===== src/rtl/rms_sumsq.sv =====
// Streaming mean-of-squares front end: squares N_ELEM signed activations per
// vector, then emits a saturated, EPS-biased mean square as a one-cycle pulse.
module rms_sumsq #(
   parameter int unsigned N_ELEM = 64,
   parameter int unsigned LOG2_N = 6,
   parameter int unsigned X_W    = 8,
   parameter int unsigned D_W    = 14,
   parameter int unsigned EPS    = 1
) (
   input  logic                  clk_i,
   input  logic                  rst_ni,
   input  logic                  x_valid_i,
   input  logic signed [X_W-1:0] x_i,
   input  logic                  x_last_i,
   output logic                  x_ready_o,
   output logic                  d_valid_o,
   output logic [D_W-1:0]        d_o,
   output logic                  frame_err_o
);

   localparam int unsigned SQ_W  = 2 * X_W;
   localparam int unsigned ACC_W = SQ_W + LOG2_N;
   localparam int unsigned SUM_W = ACC_W + 1;
   localparam logic [SUM_W-1:0] D_MAX = SUM_W'({D_W{1'b1}});

   typedef enum logic [1:0] {
      ACC  = 2'd0,
      WAIT = 2'd1,
      SUM  = 2'd2,
      EMIT = 2'd3
   } state_t;

   state_t state, next_state;

   logic [LOG2_N-1:0]      cnt;
   logic [SQ_W-1:0]        sq_r;
   logic [ACC_W-1:0]       acc;
   logic                   acc_en_r;
   logic                   err_r;

   logic                   accept_c;
   logic                   last_c;
   logic                   bad_last_c;
   logic signed [SQ_W-1:0] prod_c;
   logic [SUM_W-1:0]       mean_c;
   logic [SUM_W-1:0]       biased_c;
   logic [D_W-1:0]         d_sat_c;

   assign accept_c   = x_valid_i & x_ready_o;
   assign last_c     = (cnt == LOG2_N'(N_ELEM - 1));
   assign bad_last_c = x_last_i ^ last_c;
   assign prod_c     = SQ_W'(x_i) * SQ_W'(x_i);

   // Truncating mean, bias, and saturation to the output range
   always_comb begin
      mean_c   = SUM_W'(acc >> LOG2_N);
      biased_c = mean_c + SUM_W'(EPS);
      d_sat_c  = (biased_c > D_MAX) ? D_MAX[D_W-1:0] : biased_c[D_W-1:0];
   end

   // Next-state logic: collect a vector, drain the squarer, sum, emit
   always_comb begin
      next_state = state;
      unique case (state)
         ACC:  if (accept_c && last_c) next_state = WAIT;
         WAIT: next_state = SUM;
         SUM:  next_state = EMIT;
         EMIT: next_state = ACC;
         default: next_state = ACC;
      endcase
   end

   // State register; ready is registered from the upcoming state
   always_ff @(posedge clk_i or negedge rst_ni) begin
      if (!rst_ni) begin
         state     <= ACC;
         x_ready_o <= 1'b0;
      end else begin
         state     <= next_state;
         x_ready_o <= (next_state == ACC);
      end
   end

   // Squarer stage, element counter, and accumulate enable delayed to match sq_r
   always_ff @(posedge clk_i or negedge rst_ni) begin
      if (!rst_ni) begin
         cnt      <= '0;
         sq_r     <= '0;
         acc_en_r <= 1'b0;
      end else begin
         acc_en_r <= accept_c;
         if (accept_c) begin
            sq_r <= $unsigned(prod_c);
            cnt  <= cnt + LOG2_N'(1);
         end
      end
   end

   // Accumulator and sticky framing error, both cleared while emitting
   always_ff @(posedge clk_i or negedge rst_ni) begin
      if (!rst_ni) begin
         acc   <= '0;
         err_r <= 1'b0;
      end else if (state == EMIT) begin
         acc   <= '0;
         err_r <= 1'b0;
      end else begin
         if (acc_en_r) acc <= acc + ACC_W'(sq_r);
         if (accept_c && bad_last_c) err_r <= 1'b1;
      end
   end

   // Result registers: pulse valid for one cycle, d_o holds until next result
   always_ff @(posedge clk_i or negedge rst_ni) begin
      if (!rst_ni) begin
         d_valid_o   <= 1'b0;
         frame_err_o <= 1'b0;
         d_o         <= '0;
      end else begin
         d_valid_o   <= (state == SUM);
         frame_err_o <= (state == SUM) & err_r;
         if (state == SUM) d_o <= d_sat_c;
      end
   end

endmodule


===== config.mk =====
export PLATFORM = sky130hd
export DESIGN_NAME = rms_sumsq
export DESIGN_NICKNAME = d
export VERILOG_FILES = /design/src/rtl/rms_sumsq.sv
export SDC_FILE = /design/constraint.sdc
export NUM_CORES = 1
export LEC_CHECK = 0
export CORE_MARGIN = 1.5
export CORE_UTILIZATION = 45
export DETAILED_ROUTE_END_ITERATION = 6
export RECOVER_POWER = 100
export SYNTH_ARGS = -nofsm -noshare
export SYNTH_HDL_FRONTEND = slang
export SYNTH_SLANG_ARGS = --single-unit

===== constraint.sdc =====
create_clock -name clk_i -period 5.83 [get_ports clk_i]
set_input_delay 1.4575 -clock clk_i [delete_from_list [all_inputs] [get_ports clk_i]]
set_output_delay 1.4575 -clock clk_i [all_outputs]
set_load 0.02 [all_outputs]

==> flow_metrics.py, run 1 <==
metrics = {
    "hold_path": {
        "min_path_cells": 1,
        "hold_end": "cnt[5]",
        "hold_start": "cnt[5]",
        "hp-class": "flop to flop",
    },
    "synth": {
        "yosysTopAreaCell": "dfrtp_1",
        "synth_area_leaders": "dfrtp_1 28%, fa_1 15%, ha_1 11%",
        "synth_edf_count": 0,
        "synth_seq_cells": 64,
        "syn-instance-count": 615,
        "synth_fp_nets": 719,
        "synth.cell_area_um2": 5710,
        "yosysWarningCount": 0,
        "syn_area_per_cell_um2": 9.29,
        "yosysSeqAreaShare_pct": 28.0,
        "async_flop_share_pct": 100,
        "yosysTopAreaCellShare_pct": 28.0,
        "ys_types": 63,
        "synthFlopType": "dfrtp_1",
    },
    "routing": {
        "ant_nets": 0,
        "wirelength_um": 10900,
        "wl_per_cell_um": 12.7,
        "drc": 0,
        "drt-initial-drc-count": 171,
        "dr.pass1.iters": 4,
        "avgViaCountPerCell": 5.02,
        "num_vias": 4281,
    },
    "grt": {
        "grt_pass1_wl_um": 19000,
        "grt_pass1_vias": 4336,
        "antenna_found_initial": 0,
        "grt_max_degree": 65,
        "gr-total-overflow": 0,
        "grt_usage_pct": 17.7,
    },
    "finish": {
        "nFillCells": 1167,
        "syn_to_final_growth_pct": 17.3,
        "nets": 785,
        "drive_gt1_share_pct": 12.0,
        "diodes": 0,
    },
    "worst_setup_path": {
        "cp.required_ps": 6060,
        "critPathKind": "input port to flop",
        "arrival_ps": 5820,
        "cp_max_fo": 8,
        "rr_worst_depth": 7,
        "startpoint_type": "input port",
        "timing.rr.end": "d_o[1]",
        "reg2reg_setup_slack_ps": 2940,
        "worstSetupEndpointType": "flop",
        "rr_startpoint": "acc[6]",
    },
    "sta": {
        "hold_viol_final": 0,
        "maxSlewViolCount": 65,
        "min_period_ps": 5590,
        "post-route-period-util_pct": 95.8,
        "setup_slack_ps": 243,
        "setup_viol": 0,
        "worstMarginPinSlew_ps": 3290,
        "worst_clock_skew_ps": 5.61,
        "rsz0062_at_grt": "false",
        "relSlewSlack_pct": -119,
        "fin_hold_ws_ps": 479,
        "fmax_ghz": 0.179,
    },
    "cts": {
        "clock_sinks": 64,
        "ctsHtreeMaxLevel": 3,
        "cts-root-buf": "clkbuf_16",
        "cts_tree": "yes",
        "cts_buffers": 9,
        "clk_path_buf_depth": 2,
        "clkTransAtPathRegs_ps": 50,
        "clock_latency_ps": 330,
    },
    "placement": {
        "gp_congestion": 0.916,
        "portBuffers": 28,
        "dp_hpwl_um": 8570,
        "dp_slack_ps": -256,
    },
    "flow_run": {
        "cap_violations": 1,
    },
    "outcome": {
        "status": "complete, but fails checks",
        "violations": "max-capacitance violations, max-slew violations",
    },
    "power": {
        "leakagePower_nw": 3.16,
        "ir_worst_vdd_mv": 0.154,
        "p_per_area_nw_per_um2": 492,
    },
    "floorplan": {
        "start_util_pct": 46.8,
        "die-area_um2": 13400,
        "die_y_um": 116,
        "die-width_um": 116,
        "io_pins": 29,
        "row_count": 40,
        "core_um2": 12200,
    },
}
-- repair_timing --
action / CTS / global route
setup endpoints to repair: 0 / 4
hold buffers: 0 / 0
gates resized for setup: 0 / 9
buffers inserted: 0 / 0
-- report_power, final --
group | leakage, nW | internal, mW | switching (mW)
logic | 2.22 | 0.949 | 1.08
registers | 0.806 | 0.637 | 0.142
clock network | 0.134 | 0.306 | 0.180
-- synthesized netlist by cell type (5+ instances only) --
| cell | n |
|---|---|
| fa_1 | 42 |
| and2_1 | 16 |
| a211oi_1 | 9 |
| o21ai_0 | 21 |
| nand2b_1 | 9 |
| nand2_1 | 47 |
| clkbuf_1 | 12 |
| o21a_1 | 6 |
| ha_1 | 50 |
| nand4_1 | 7 |
| nor3_1 | 7 |
| inv_1 | 78 |
| o21bai_1 | 5 |
| nor2b_1 | 8 |
| dfrtp_1 | 64 |
| xnor2_1 | 34 |
| nor2_1 | 53 |
| a21o_1 | 5 |
| xor2_1 | 13 |
| mux2i_1 | 8 |
| a21oi_1 | 39 |
| and3_1 | 6 |
| nand3_1 | 6 |
-- metrics by stage --
step / total power, mW / instances / utilization [%] / setup TNS [ps] / cell area [µm²]
2_1_floorplan: 2.25 / 615 / - / 0 / 5710
3_3_place_gp: 2.77 / 838 / 52.7 / -278 / 6440
3_5_place_dp: 2.82 / 838 / 52.7 / -799 / 6440
4_1_cts: 3.33 / 853 / 54.9 / 0 / 6710
5_1_grt: 3.63 / 853 / 54.9 / 0 / 6700
6_report: 3.29 / 853 / 54.9 / 0 / 6700
-- worst max path at each step --
stage,start,slack [ps],depth (start not counted),to
after detailed placement,x_i[7],-260,17,sq_r[15]
after CTS,x_i[7],90,17,sq_r[15]
after global placement,x_i[7],-100,17,sq_r[15]
after floorplan,x_i[6],100,18,sq_r[15]
after global routing,x_i[3],1,18,sq_r[15]
final,x_i[2],240,16,sq_r[12]
-- placed cells by master (no fill, tap or decap), types with 6 or more instances in the layout --
cell             synthesis  final
xor2_1                  13     13
nand2_1                 47     47
ha_1                    50     50
mux2i_1                  8      8
nand4_1                  7      7
clkbuf_16                0      9
fa_1                    42     42
dlygate4sd3_1            0     18
nand3_1                  6      7
and2_1                  16     14
buf_4                    1     46
inv_1                   78     78
nand2b_1                 9      9
nor2b_1                  8      8
a21oi_1                 39     38
o21a_1                   6      6
o21ai_0                 21     21
clkdlybuf4s50_1          0      8
and3_1                   6      6
nor3_1                   7      6
nor2_1                  53     52
xnor2_1                 34     34
dfrtp_1                 64     64
a211oi_1                 9     10
-- registers in the layout, summed over array words and instances (netlist names) --
register and count:
cnt 6, acc 22, frame_err_o 1, x_ready_o 1
d_valid_o 1, acc_en_r 1, sq_r 15, err_r 1
d_o 14, state 2
-- final cells by class --
type	instances	area, µm²	share of cell area [%]
repair buffers	76	634	9.47
clock buffers	12	256	3.83
inverters	79	297	4.43
well taps	168	210	3.14
clock inverters	3	17.5	0.261
multi-input cells	451	3680	55.0
flip-flops and latches	64	1600	23.9
-- cells by family (layout without fill, tap and decap cells) --
logic type	after synthesis	after routing	share of synthesized area, %
flip-flops	64	64	28.0
AND/OR/NAND/NOR	183	183	16.1
buffers and inverters	100	170	7.30
XOR/XNOR	47	47	7.21
adder cells (fa/ha/maj)	92	92	25.7
AO/OA/AOI/OAI	119	119	13.9
multiplexers	10	10	1.80
-- per-layer routing --
metal | GRT usage (%) | part of all wire [%]
met4 | 7.97 | 2.3
met3 | 1.41 | 2.2
met1 | 21.1 | 45
met5 | 0 | 0
met2 | 32.7 | 50
-- critical path, stage by stage --
cell and delay [ps]:
clkdlybuf4s50_1 500, buf_4 210, and2_0 190, ha_1 200, or2_2 310, fa_1 480, fa_1 490, inv_1 50
fa_1 520, inv_1 40, ha_1 270, o31ai_1 400, a21oi_2 120, o21a_1 200, o21a_1 170, o31ai_1 210
Power figures use the tool's default switching activity.
==> run 2, diff against run 1 <==
PLACE_DENSITY_LB_ADDON = 0.2   (was unset)
==> run 2 against run 1 <==
The run still ends with max-capacitance violations, max-slew violations left; die area stayed put; sequential share of layout area hardly changed; worst hold slack worse by 3.9 ps; register-to-register slack hardly changed; total power is 0.26% higher; clock skew is 2.6 ps higher; cell count stayed put; core utilization is 0.072 points lower; sequential cell count stayed put; count of clock-buffer cells in the layout is 1 higher; global-route usage is 0.27 points higher; cell area is 0.13% lower.
==> flow_metrics.py, run 2 (synthesized netlist as in run 1, its figures left out) <==
metrics = {
    "worst_setup_path": {
        "critPathSlowestCell": "fa_1",
        "slowest_delay_ps": 540,
        "startpoint_type": "input port",
        "path_buf_inv": 4,
        "worstSetupEndpointType": "flop",
        "path_cells": "clkdlybuf4s50_1 -> buf_4 -> and2_1 -> ha_1 -> xnor2_1 -> fa_1 -> fa_1 -> inv_1 -> fa_1 -> inv_1 -> ha_1 -> o21a_1 -> o31ai_1 -> a21oi_1 -> o21bai_1 -> a2111oi_2 -> nand3b_1",
        "cp_common_cell": "fa_1",
        "cp_top_family": "adder cells",
        "arrival_ps": 5810,
        "cp.required_ps": 6090,
        "cp_max_fo": 5,
        "critPathKind": "input port to flop",
    },
    "outcome": {
        "violations": "max-capacitance violations, max-slew violations",
        "status": "complete, but fails checks",
    },
    "cts": {
        "cts-root-buf": "clkbuf_16",
        "cts_buffers": 9,
        "clock_sinks": 64,
        "ctsHtreeMaxLevel": 3,
        "clk_path_buf_depth": 2,
        "post_cts_buffers": 0,
        "clkTransAtPathRegs_ps": 50,
        "clock_latency_ps": 330,
        "cts_tree": "yes",
    },
    "routing": {
        "dr.pass1.iters": 5,
        "drt-initial-drc-count": 162,
        "wl_per_cell_um": 12.5,
        "drc": 0,
        "wirelength_um": 10700,
        "num_vias": 4320,
        "ant_nets": 0,
        "avgViaCountPerCell": 5.06,
    },
    "floorplan": {
        "io_pins": 29,
        "die-area_um2": 13400,
        "die-width_um": 116,
        "row_count": 40,
        "start_util_pct": 46.8,
        "die_y_um": 116,
        "core_um2": 12200,
    },
    "finish": {
        "diodes": 0,
        "drive_gt1_share_pct": 10.9,
        "nFillCells": 1163,
        "largest_reg_flops": 22,
        "syn_to_final_growth_pct": 17.2,
        "regMostFlops": "acc",
        "reg_top3": "acc: 22 flops, sq_r: 15 flops, d_o: 14 flops",
        "nets": 784,
        "final_common_cell": "inv_1",
        "most-common-layout-cells": "78 x inv_1, 64 x dfrtp_1, 53 x nor2_1",
        "stdcell_count": 853,
    },
    "sta": {
        "worst_clock_skew_ps": 8.25,
        "min_period_ps": 5550,
        "maxSlewViolCount": 65,
        "fmax_ghz": 0.180,
        "rsz0062_at_grt": "false",
        "setup_viol": 0,
        "worstMarginPinSlew_ps": 3280,
        "setup_slack_ps": 279,
        "post-route-period-util_pct": 95.2,
        "hold_viol_final": 0,
        "relSlewSlack_pct": -119,
    },
    "power": {
        "leakagePower_nw": 3.17,
        "fin_total_pwr_mw": 3.30,
        "ir_worst_vdd_mv": 0.173,
        "p_per_area_nw_per_um2": 493,
    },
    "grt": {
        "grt_pass1_vias": 4389,
        "grt_max_degree": 65,
        "antenna_found_initial": 0,
        "grt_pass1_wl_um": 19300,
        "gr-total-overflow": 0,
        "grt_usage_pct": 18.0,
    },
    "placement": {
        "portBuffers": 28,
        "dp.cells": 837,
        "dp_hpwl_um": 8510,
        "dp_slack_ps": -227,
        "gp_congestion": 0.926,
    },
    "flow_run": {
        "cap_violations": 1,
    },
    "hold_path": {
        "hp-class": "flop to flop",
    },
}
==> run 2: cell count changes in the layout (fill, tap and decap cells not counted), sizes merged <==
| cell | delta |
|---|---|
| clkdlybuf4s50 | -2 |
| dlymetal6s2s | +2 |
| clkinv | -1 |
| bufinv | +1 |
==> run 2: what timing repair did <==
action                                  CTS  global route
endpoints found under the hold margin     0             0
hold buffers                              0             0
resized for setup                         0             8
endpoints found under the setup margin    0             4
==> run 2: final timing paths <==
kind                            end  cells after the start  slack [ps]  startpoint
setup / recovery           sq_r[14]                     17         280      x_i[3]
setup reg to reg             d_o[1]                      7        2950      acc[6]
hold / removal               cnt[5]                      1         470      cnt[5]
hold reg to reg              cnt[5]                      1         470      cnt[5]
max in group asynchronous   acc[20]                      2        1660      rst_ni
min in group asynchronous    cnt[5]                      2        2330      rst_ni
==> run 2: metal layers <==
metal	part of all wire [%]	vias up	wire length (µm)	track usage, %
met2	48	64	5110	31.4
met4	2.5	0	269	8.86
met5	0	-	0	0
li1	-	2192	-	-
met3	2.8	20	299	2.35
met1	47	2044	4980	22.0
==> run 2: cell type report <==
cell class	instances	area (µm²)	area share (%)
clock buffers	13	240	3.59
clock inverters	3	42.5	0.636
inverters	79	297	4.43
multi-input cells	451	3670	54.8
flip-flops and latches	64	1600	23.9
well taps	168	210	3.14
repair buffers	75	632	9.44
==> run 2: metrics by stage <==
| stage | utilization (%) | hold WS (ps) | setup TNS (ps) | area (µm²) |
|---|---|---|---|---|
| floorplan | - | 442 | 0 | 5710 |
| CTS | 55.0 | 482 | 0 | 6710 |
| global route | 54.8 | 509 | 0 | 6690 |
| detailed placement | 52.6 | 470 | -621 | 6430 |
| finish | 54.8 | 475 | 0 | 6690 |
| global placement | 52.6 | 456 | -285 | 6430 |
==> run 2: worst register-to-register path, stage by stage, from the launching register on <==
cell and delay [ps]:
dfrtp_1 440, ha_1 210, and3_1 230, nand3_1 180, nor3_1 270, mux2i_1 110, nor3b_1 1090, a21oi_1 180
==> run 2: report_power, final <==
part | switching, mW | internal [mW] | leakage, nW
Clock | 0.179 | 0.330 | 0.134
Sequential | 0.142 | 0.637 | 0.806
Combinational | 1.07 | 0.940 | 2.24
Total | 1.39 | 1.91 | 3.17
==> run 3, diff against run 2 <==
MAX_ROUTING_LAYER = met4   (was unset)
SLEW_MARGIN = 10   (was unset)
==> run 3 against run 2 <==
The run still ends with max-capacitance violations, max-slew violations left; global-route usage rose by 0.89 points; sequential power barely moved; total power is 1.9% higher; core utilization grew 0.32 points; cell area rose by 0.58%; critical path type unchanged; largest power group unchanged; wire length rose by 3.3%; worst setup slack worse by 32 ps; fmax fell by 0.57%.
==> flow_metrics.py, run 3 (synthesized netlist as in run 1, its figures left out) <==
metrics = {
    "outcome": {
        "status": "complete, but fails checks",
        "violations": "max-capacitance violations, max-slew violations",
    },
    "sta": {
        "setup_viol": 0,
        "relSlewSlack_pct": -119,
        "fin_hold_ws_ps": 479,
        "post-route-period-util_pct": 95.8,
        "hold_viol_final": 0,
        "fmax_ghz": 0.179,
        "worst_clock_skew_ps": 4.65,
        "maxSlewViolCount": 65,
        "min_period_ps": 5580,
        "tns_ps": 0,
        "worstMarginPinSlew_ps": 3290,
    },
    "worst_setup_path": {
        "critPathKind": "input port to flop",
        "rr_worst_depth": 7,
        "arrival_ps": 5850,
        "worstSetupEndpointType": "flop",
        "cp_max_fo": 3,
        "timing.rr.end": "d_o[1]",
        "startpoint_type": "input port",
        "rr_startpoint": "acc[6]",
        "reg2reg_setup_slack_ps": 2930,
        "cp.required_ps": 6090,
    },
    "finish": {
        "final_core_util_pct": 55.1,
        "regMostFlops": "acc",
        "syn_to_final_growth_pct": 17.8,
        "diodes": 0,
        "nets": 785,
        "reg_top3": "acc: 22 flops, sq_r: 15 flops, d_o: 14 flops",
        "largest_reg_flops": 22,
        "stdcell_count": 854,
        "drive_gt1_share_pct": 12.0,
        "final_common_cell": "inv_1",
        "most-common-layout-cells": "78 x inv_1, 64 x dfrtp_1, 53 x nor2_1",
    },
    "grt": {
        "grt_pass1_vias": 4454,
        "antenna_found_initial": 0,
        "grt_max_degree": 65,
        "grt_usage_pct": 18.9,
        "grt_pass1_wl_um": 19600,
        "gr-total-overflow": 0,
    },
    "placement": {
        "dp_hpwl_um": 8560,
        "dp.cells": 838,
        "gp_congestion": 0.924,
        "portBuffers": 28,
    },
    "flow_run": {
        "cap_violations": 1,
    },
    "cts": {
        "clkTransAtPathRegs_ps": 50,
        "clk_path_buf_depth": 2,
        "clock_latency_ps": 330,
        "ctsHtreeMaxLevel": 3,
        "post_cts_buffers": 0,
        "cts_buffers": 9,
        "ctsResizeCount": 0,
        "cts_tree": "yes",
        "clock_sinks": 64,
        "cts-hold-fix-buffers": 0,
        "cts-root-buf": "clkbuf_16",
    },
    "power": {
        "fin_total_pwr_mw": 3.36,
        "ir_worst_vdd_mv": 0.168,
        "p_per_area_nw_per_um2": 500,
        "leakagePower_nw": 3.19,
    },
    "floorplan": {
        "die-width_um": 116,
        "start_util_pct": 46.8,
        "core_um2": 12200,
        "die_y_um": 116,
        "io_pins": 29,
        "row_count": 40,
        "die-area_um2": 13400,
    },
    "hold_path": {
        "hold_end": "cnt[5]",
        "min_path_cells": 1,
        "hold_start": "cnt[5]",
        "hp-class": "flop to flop",
    },
    "routing": {
        "wirelength_um": 11000,
        "dr.pass1.iters": 4,
        "drt-initial-drc-count": 192,
        "wl_per_cell_um": 12.9,
        "num_vias": 4293,
        "drc": 0,
        "ant_nets": 0,
        "avgViaCountPerCell": 5.03,
    },
}
-- run 3: worst max-delay path, cell delays in order --
cell and delay, ps:
clkdlybuf4s50_1 510, buf_4 130, nand2_1 90, xnor2_1 170, ha_1 190, a31o_2 220
fa_1 480, fa_1 540, inv_1 50, fa_1 520, inv_1 40, ha_1 320
o21a_1 170, o31ai_1 120, a21oi_2 210, o21bai_1 140, a2111oi_2 320, nand3b_1 150
-- run 3: worst max path at each step --
| stage | from | to | slack [ps] |
|---|---|---|---|
| final | x_i[6] | sq_r[14] | 250 |
| after global routing | x_i[6] | sq_r[14] | -7 |
| after CTS | x_i[7] | sq_r[14] | 110 |
| after detailed placement | x_i[7] | sq_r[14] | -220 |
| after global placement | x_i[7] | sq_r[15] | -110 |
| after floorplan | x_i[6] | sq_r[15] | 100 |
-- run 3: layout make-up --
class,instances,area [µm²]
Sequential cell,64,1600
Inverter,79,297
Fill cell,1138,5480
Clock buffer,13,260
Multi-Input combinational cell,451,3690
Timing Repair Buffer,76,633
Tap cell,168,210
Clock inverter,3,40.0
-- run 3: through the flow --
stage	setup WS [ps]	cell area, µm²
floorplan	97.2	5710
global placement	-108	6440
detailed placement	-223	6440
CTS	109	6740
global route	-6.90	6730
finish	247	6730
-- run 3: where the power goes --
group / switching, mW / internal (mW)
Combinational: 1.10 / 0.951
Sequential: 0.144 / 0.636
Clock: 0.183 / 0.353
-- run 3: metal layers --
metal  GRT usage, %  vias up  wire [µm]
met4           6.26        0        114
li1               -     2194          -
met3           2.98        8        255
met5              -        -          0
met1           20.9     2039       5060
met2           34.6       52       5580
